## src/rtl/sticky_event_bank.sv

```systemverilog
// Bank of WIDTH sticky event flags with write-1-to-clear, per-channel saturating
// event counters, sticky overflow flags and a masked interrupt output.
module sticky_event_bank #(
    parameter int WIDTH = 8,
    parameter int CNT_W = 4,
    parameter int EDGE  = 0,
    parameter int SEL_W = (WIDTH > 1) ? $clog2(WIDTH) : 1
) (
    input  logic             clk,
    input  logic             rst,
    input  logic             en,
    input  logic [WIDTH-1:0] d,
    input  logic [WIDTH-1:0] clr,
    input  logic [WIDTH-1:0] mask,
    input  logic [SEL_W-1:0] cnt_sel,
    output logic [WIDTH-1:0] q,
    output logic [WIDTH-1:0] ovf,
    output logic [CNT_W-1:0] cnt_out,
    output logic             irq
);

    localparam logic [CNT_W-1:0] CNT_MAX = {CNT_W{1'b1}};

    logic [WIDTH-1:0] d_prev_q, d_prev_d;
    logic [WIDTH-1:0] q_q, q_d;
    logic [WIDTH-1:0] ovf_q, ovf_d;
    logic [CNT_W-1:0] cnt_q [WIDTH];
    logic [CNT_W-1:0] cnt_d [WIDTH];
    logic [WIDTH-1:0] ev;

    always_comb begin
        d_prev_d = d;
        if (!en) begin
            ev = '0;
        end else if (EDGE != 0) begin
            ev = d & ~d_prev_q;
        end else begin
            ev = d;
        end

        // An event beats a clear on the flag, but a clear always wins on overflow.
        for (int i = 0; i < WIDTH; i++) begin
            q_d[i]   = ev[i] | (q_q[i] & ~clr[i]);
            cnt_d[i] = cnt_q[i];
            ovf_d[i] = ovf_q[i];
            if (clr[i]) begin
                cnt_d[i] = ev[i] ? CNT_W'(1) : '0;
                ovf_d[i] = 1'b0;
            end else if (ev[i]) begin
                if (cnt_q[i] == CNT_MAX) begin
                    ovf_d[i] = 1'b1;
                end else begin
                    cnt_d[i] = cnt_q[i] + 1'b1;
                end
            end
        end
    end

    always_ff @(posedge clk) begin
        if (!rst) begin
            d_prev_q <= '0;
            q_q      <= '0;
            ovf_q    <= '0;
            for (int i = 0; i < WIDTH; i++) begin
                cnt_q[i] <= '0;
            end
        end else begin
            d_prev_q <= d_prev_d;
            q_q      <= q_d;
            ovf_q    <= ovf_d;
            cnt_q    <= cnt_d;
        end
    end

    // Selecting a channel beyond WIDTH reads as zero.
    always_comb begin
        cnt_out = '0;
        for (int i = 0; i < WIDTH; i++) begin
            if (32'(cnt_sel) == i) begin
                cnt_out = cnt_q[i];
            end
        end
    end

    assign q   = q_q;
    assign ovf = ovf_q;
    assign irq = |(q_q & mask);

endmodule

```

## config.mk

```make
export PLATFORM = sky130hd
export DESIGN_NAME = sticky_event_bank
export DESIGN_NICKNAME = d
export VERILOG_FILES = /design/src/rtl/sticky_event_bank.sv
export SDC_FILE = /design/constraint.sdc
export NUM_CORES = 1
export LEC_CHECK = 0
export ABC_AREA = 1
export ABC_CLOCK_PERIOD_IN_PS = 4200
export CAP_MARGIN = 20
export CORE_ASPECT_RATIO = 1.2
export CORE_MARGIN = 5
export CORE_UTILIZATION = 57
export CTS_BUF_LIST = sky130_fd_sc_hd__clkbuf_8
export DETAILED_ROUTE_END_ITERATION = 7
export PLACE_DENSITY_LB_ADDON = 0.1
export SETUP_SLACK_MARGIN = 0.2
export SYNTH_ARGS = -nofsm -noshare
export SYNTH_HDL_FRONTEND = slang
export SYNTH_SLANG_ARGS = --single-unit
```

## constraint.sdc

```tcl
create_clock -name clk -period 4.2 [get_ports clk]
set_input_delay 1.26 -clock clk [delete_from_list [all_inputs] [get_ports clk]]
set_output_delay 1.26 -clock clk [all_outputs]
set_load 0.01 [all_outputs]
```

# ---- Word-level counts from Yosys, hierarchy flattened
# Cells that the tools add are included.
dict set report totals {
  register_bits 48
  inputBits 30
  output_inout_bits 21
  word_cells 149
}
dict set report op_classes {
  n_addsub 8
  eq_ne 23
  muxes 41
  n_bitwise 26
  n_reduce_logical 34
}
# operator count
set ops {}
lappend ops {{$mux 4} 32}
lappend ops {{$add 4x1->4 const B} 8}
lappend ops {{$eq 4x4->1 const B} 8}
lappend ops {{$reduce_and 2->1} 16}
lappend ops {{$ne 2x2->1 const B} 8}
lappend ops {{$reduce_bool 2->1} 8}
lappend ops {{$reduce_or 2->1} 8}
lappend ops {{$eq 3x3->1 const B} 4}
lappend ops {{$not 1->1} 9}
lappend ops {{$and 1x1->1} 8}
lappend ops {{$and 8x8->8} 1}
lappend ops {{$mux 1} 8}
lappend ops {{$mux 8} 1}
lappend ops {{$or 1x1->1} 8}
lappend ops {{$reduce_or 8->1} 1}
lappend ops {{$eq 3x2->1 const B} 2}
lappend ops {{$eq 3x1->1 const B} 1}
lappend ops {{$logic_not 3->1} 1}

# ---- Logic depth before layout (Yosys ltp)
# Gate-level depths: netlist of run 1.
dict set report logic_depth {
  depth_word 9
  depth_mapped 8
  depth_no_buf 7
}

# ---- Worst setup path after synthesis of run 1
# No wires, ideal clock.
dict set report synth_path {
  path_type {input-to-output}
  from {in cnt_sel[0]}
  to {out cnt_out[0]}
  t_arrival_ns 1.979
  required_time_ns 2.940
  setup_slack_ns 0.961
  stages 5
  n_path_buf 1
  path_cell_list {buf_4 -> inv_2 -> nor3_1 -> nand2_1 -> nand4_1}
}
dict set report synth_between {
  elab_chain_len 9
  elab_cells_between_ends 16
  cone_classes {eq/ne (7); mux (8); reduce/logical (1)}
}
# item line
set synth_rtl {}
lappend synth_rtl {{start, declared} 15} ;# input logic [SEL_W-1:0] cnt_sel,
lappend synth_rtl {{$logic_not 3->1} 79} ;# if (32'(cnt_sel) == i) begin
lappend synth_rtl {{$mux 4 (7 in series)} 79}
lappend synth_rtl {{$mux 4 (*)} 79}
lappend synth_rtl {{end, declared} 18} ;# output logic [CNT_W-1:0] cnt_out,
# Mark *: on every way between the ends. The rest lies on a longest branch, timed or not.

# ---- Final worst setup path of run 1
dict set report layout_path {
  from {in mask[5]}
  to {out irq}
}
dict set report layout_between {
  elab_chain_len 2
}
# item line
set layout_rtl {}
lappend layout_rtl {{start, declared} 14} ;# input logic [WIDTH-1:0] mask,
lappend layout_rtl {{$and 8x8->8} 87} ;# assign irq = |(q_q & mask);
lappend layout_rtl {{$reduce_or 8->1} 87}
lappend layout_rtl {{end, declared} 19} ;# output logic irq
# No other way between the ends.

==> impl_metrics.tcl, run 1 <==
set metrics [dict create \
    status "complete, no violations" \
    drt-wirelength-per-cell_um 12.32 \
    vdd_ir_drop_max_v 0.0002114 \
    netlist.top_cell.by_area "dfxtp_1" \
    finalCriticalPeriod_ps 3800 \
    grt_first_pass_wirelength_mm 9.570 \
    synth-edff-count 0 \
    path_clk_slew_ps 70 \
    netlist-cell-type-count 25 \
    detail_route.vias_per_cell 5.319 \
    synthCells 346 \
    cp_max_fo 1 \
    cp_data_required_time_ps 2940 \
    final_nets 445 \
    synth_common_cells "66 x nand2_1, 64 x nor2_1, 48 x dfxtp_1, 24 x inv_1, 24 x nand3_1" \
    die_area_um2 5699 \
    dp_hpwl_mm 4.466 \
    cts.root.buffer_cell "clkbuf_8" \
    vias 2468 \
    ys_async_sr_fraction_pct 0 \
    timing.final.hold_violations 0 \
    global_route_total_usage_across_every_layer_pct 20.71 \
    coreArea_um2 4197 \
    ys.flop_type "dfxtp_1" \
    die_w_um 69.76 \
    synthesis.nets 384 \
    synth_largest_type_area_fraction_pct 39.34 \
    die-height_um 81.71 \
    ioPinCount 51 \
    min-delay-start "ovf[6]" \
    worstReg2RegStart "cnt_q[24]" \
    arrival_ps 2540 \
    drt_iter0_drc 118 \
    synth.top_cells.by_area "dfxtp_1 39%, nand2_1 10%, nor2_1 9.8%" \
    clock_insertion_delay_worst_skew_ps 290 \
    post-synth-top-count-cell "nand2_1" \
    worst_slack_ps 400.0 \
    tightestPinTransition_ps 577.3 \
    rsz_0062_raised_after_global_routing "false" \
    drv_slew 0 \
    worstHoldPathCells 2 \
    detail_route.first_pass.iterations 4 \
    number_of_buffers_added_on_ports 50 \
    synth.cell_area_um2 2442 \
    maximum_number_of_pins_on_one_net_before_global_route_repair 24 \
    warnings_from_yosys 0 \
    finish.utilization_pct 75.22 \
    ratio_of_cells_with_drive_above_1_in_the_final_layout_pct 10.54 \
    power.static_leakage_nw 1.331 \
    final_min_period_over_clock_period_pct 90.48 \
    grt.overflow.total 0 \
    timing.rr.end "cnt_q[24]" \
    drt-total-wl_mm 5.715 \
    cts_tree "yes" \
    power.density_cell_area_nw_per_um2 277.7 \
    ys_seq_elements 48 \
    placer_s_final_routability_congestion_estimate 0.8460 \
    n_antenna_cell 0 \
    max_clock_freq_mhz 263.2 \
    cts-root-to-sink-buffers 2 \
    post_synth.cell_area_avg_um2 7.059 \
    numCtsBuffers 5 \
    std_cell_rows 26 \
    max_cap_violations 0 \
    relSlewSlack_pct 61.39 \
    fin_skew_ps 6.788 \
    antenna_violating_nets_post_route 0 \
    tritoncts_num_sinks 48 \
    dp_slack_ps -53.19 \
    cts_hold_repair.buffers 0 \
    crit_path_start_kind "primary input" \
    first_global_vias 2286 \
    drc_errors 0 \
    hold_path.class "flop to flop" \
    post-cts-setup-buffers 0 \
    initial_core_util_pct 58.20 \
    regToRegSetupSlack_ps 2900 \
    final-setup-viol-count 0 \
    min_to "ovf[6]" \
    htree_levels 2 \
    area_delta_synth_final_pct 29.25 \
    crit_type "primary input to output pin" \
    share_of_the_yosys_chip_area_belonging_to_registers_pct 39.34 \
    grt_antenna_before_repair 0 \
    worstRegToRegCells 7 \
    endpoint_kind "output pin" \
]
power by group:
group | switching (W) | internal (W)
combinational | 0.0000641 | 0.0000615
sequential | 0.0000124 | 0.000466
clock | 0.000143 | 0.000130
state kept, by name, indices dropped and copies added, names as in the netlist:
register and cells:
q 8, ovf 8, cnt_q 32
per-stage QoR:
stage / total power [W] / cells / cell area [µm²] / hold slack (ps) / setup TNS [ps]
after floorplan: 0.0005491 / 346 / 2442 / 464.6 / 0
after global placement: 0.0006134 / 456 / 3050 / 451.9 / -69.72
after detailed placement: 0.0006154 / 456 / 3050 / 461.2 / -131.2
after CTS: 0.0008806 / 464 / 3139 / 481.0 / 0
after global routing: 0.0009184 / 464 / 3157 / 506.0 / 0
final: 0.0008766 / 464 / 3157 / 475.9 / 0
cell usage in the layout, fill, tap and decap left out, types with 9 or more instances in the layout:
cell type        Yosys  routed
nand2_1             66      66
nor2_1              64      62
dfxtp_1             48      48
clkdlybuf4s50_1      0      42
inv_1               24      26
nand3_1             24      24
nand4_1             20      20
nand2_2             11      11
a21oi_1             11      11
a31oi_1             10      10
buf_4                3      10
inv_2               10       9
worst max-delay path, stage by stage:
cell             delay (ps)
clkdlybuf4s50_1         400
nand2_1                 110
nand2_1                  80
a221oi_2                210
buf_4                   160
nand2_1                  40
dlygate4sd2_1           290
cell families after synthesis:
family | count (synthesis) | share of synthesized area, %
AND/OR/NAND/NOR | 203 | 37.14
XOR/XNOR | 8 | 2.869
buffers and inverters | 40 | 6.762
AO/OA/AOI/OAI | 39 | 9.785
adder cells (fa/ha/maj) | 8 | 4.099
flip-flops | 48 | 39.34
worst max-delay path by stage:
stage | slack, ps | start | cells past startpoint | end
floorplan | 960 | cnt_sel[0] | 5 | cnt_out[0]
global placement | -30 | cnt_sel[1] | 8 | cnt_out[2]
detailed placement | -50 | cnt_sel[0] | 7 | cnt_out[2]
CTS | 200 | cnt_sel[0] | 7 | cnt_out[2]
global route | 300 | mask[5] | 7 | irq
finish | 400 | mask[5] | 7 | irq
routing by layer:
layer	track usage, %	wire length, µm	vias up
met5	0	0	-
met3	4.039	222	13
met2	38.26	2823	51
met1	24.15	2542	1131
li1	-	-	1273
met4	7.088	127	0
area by class of cell:
type                    instances  area, µm²
clock inverters                 2      7.507
clock buffers                   6      82.58
fillers                       337       1040
inverters                      34      130.1
multi-input cells             258       1333
well taps                      56      70.07
flip-flops and latches         48      960.9
repair buffers                 60      573.1
what timing repair did:
item / CTS / global route
hold endpoints to repair: 0 / 0
setup endpoints to repair: 5 / 4
gates resized for setup: 7 / 6
Note: power is estimated with default switching activity, not from simulation.
==> run 2: changes to the inputs <==
Settings changed: CTS_CLUSTER_SIZE set to 16, GPL_ROUTABILITY_DRIVEN set to 0.
==> results of run 2 <==
The final DEF is identical to that of run 1; final timing and power are the same.
==> run 3: changes to the inputs <==
Settings changed: CAP_MARGIN 20 to 0, CTS_CLUSTER_SIZE 16 to 12.
==> results of run 3 <==
The final DEF is identical to that of run 1; final timing and power are the same.
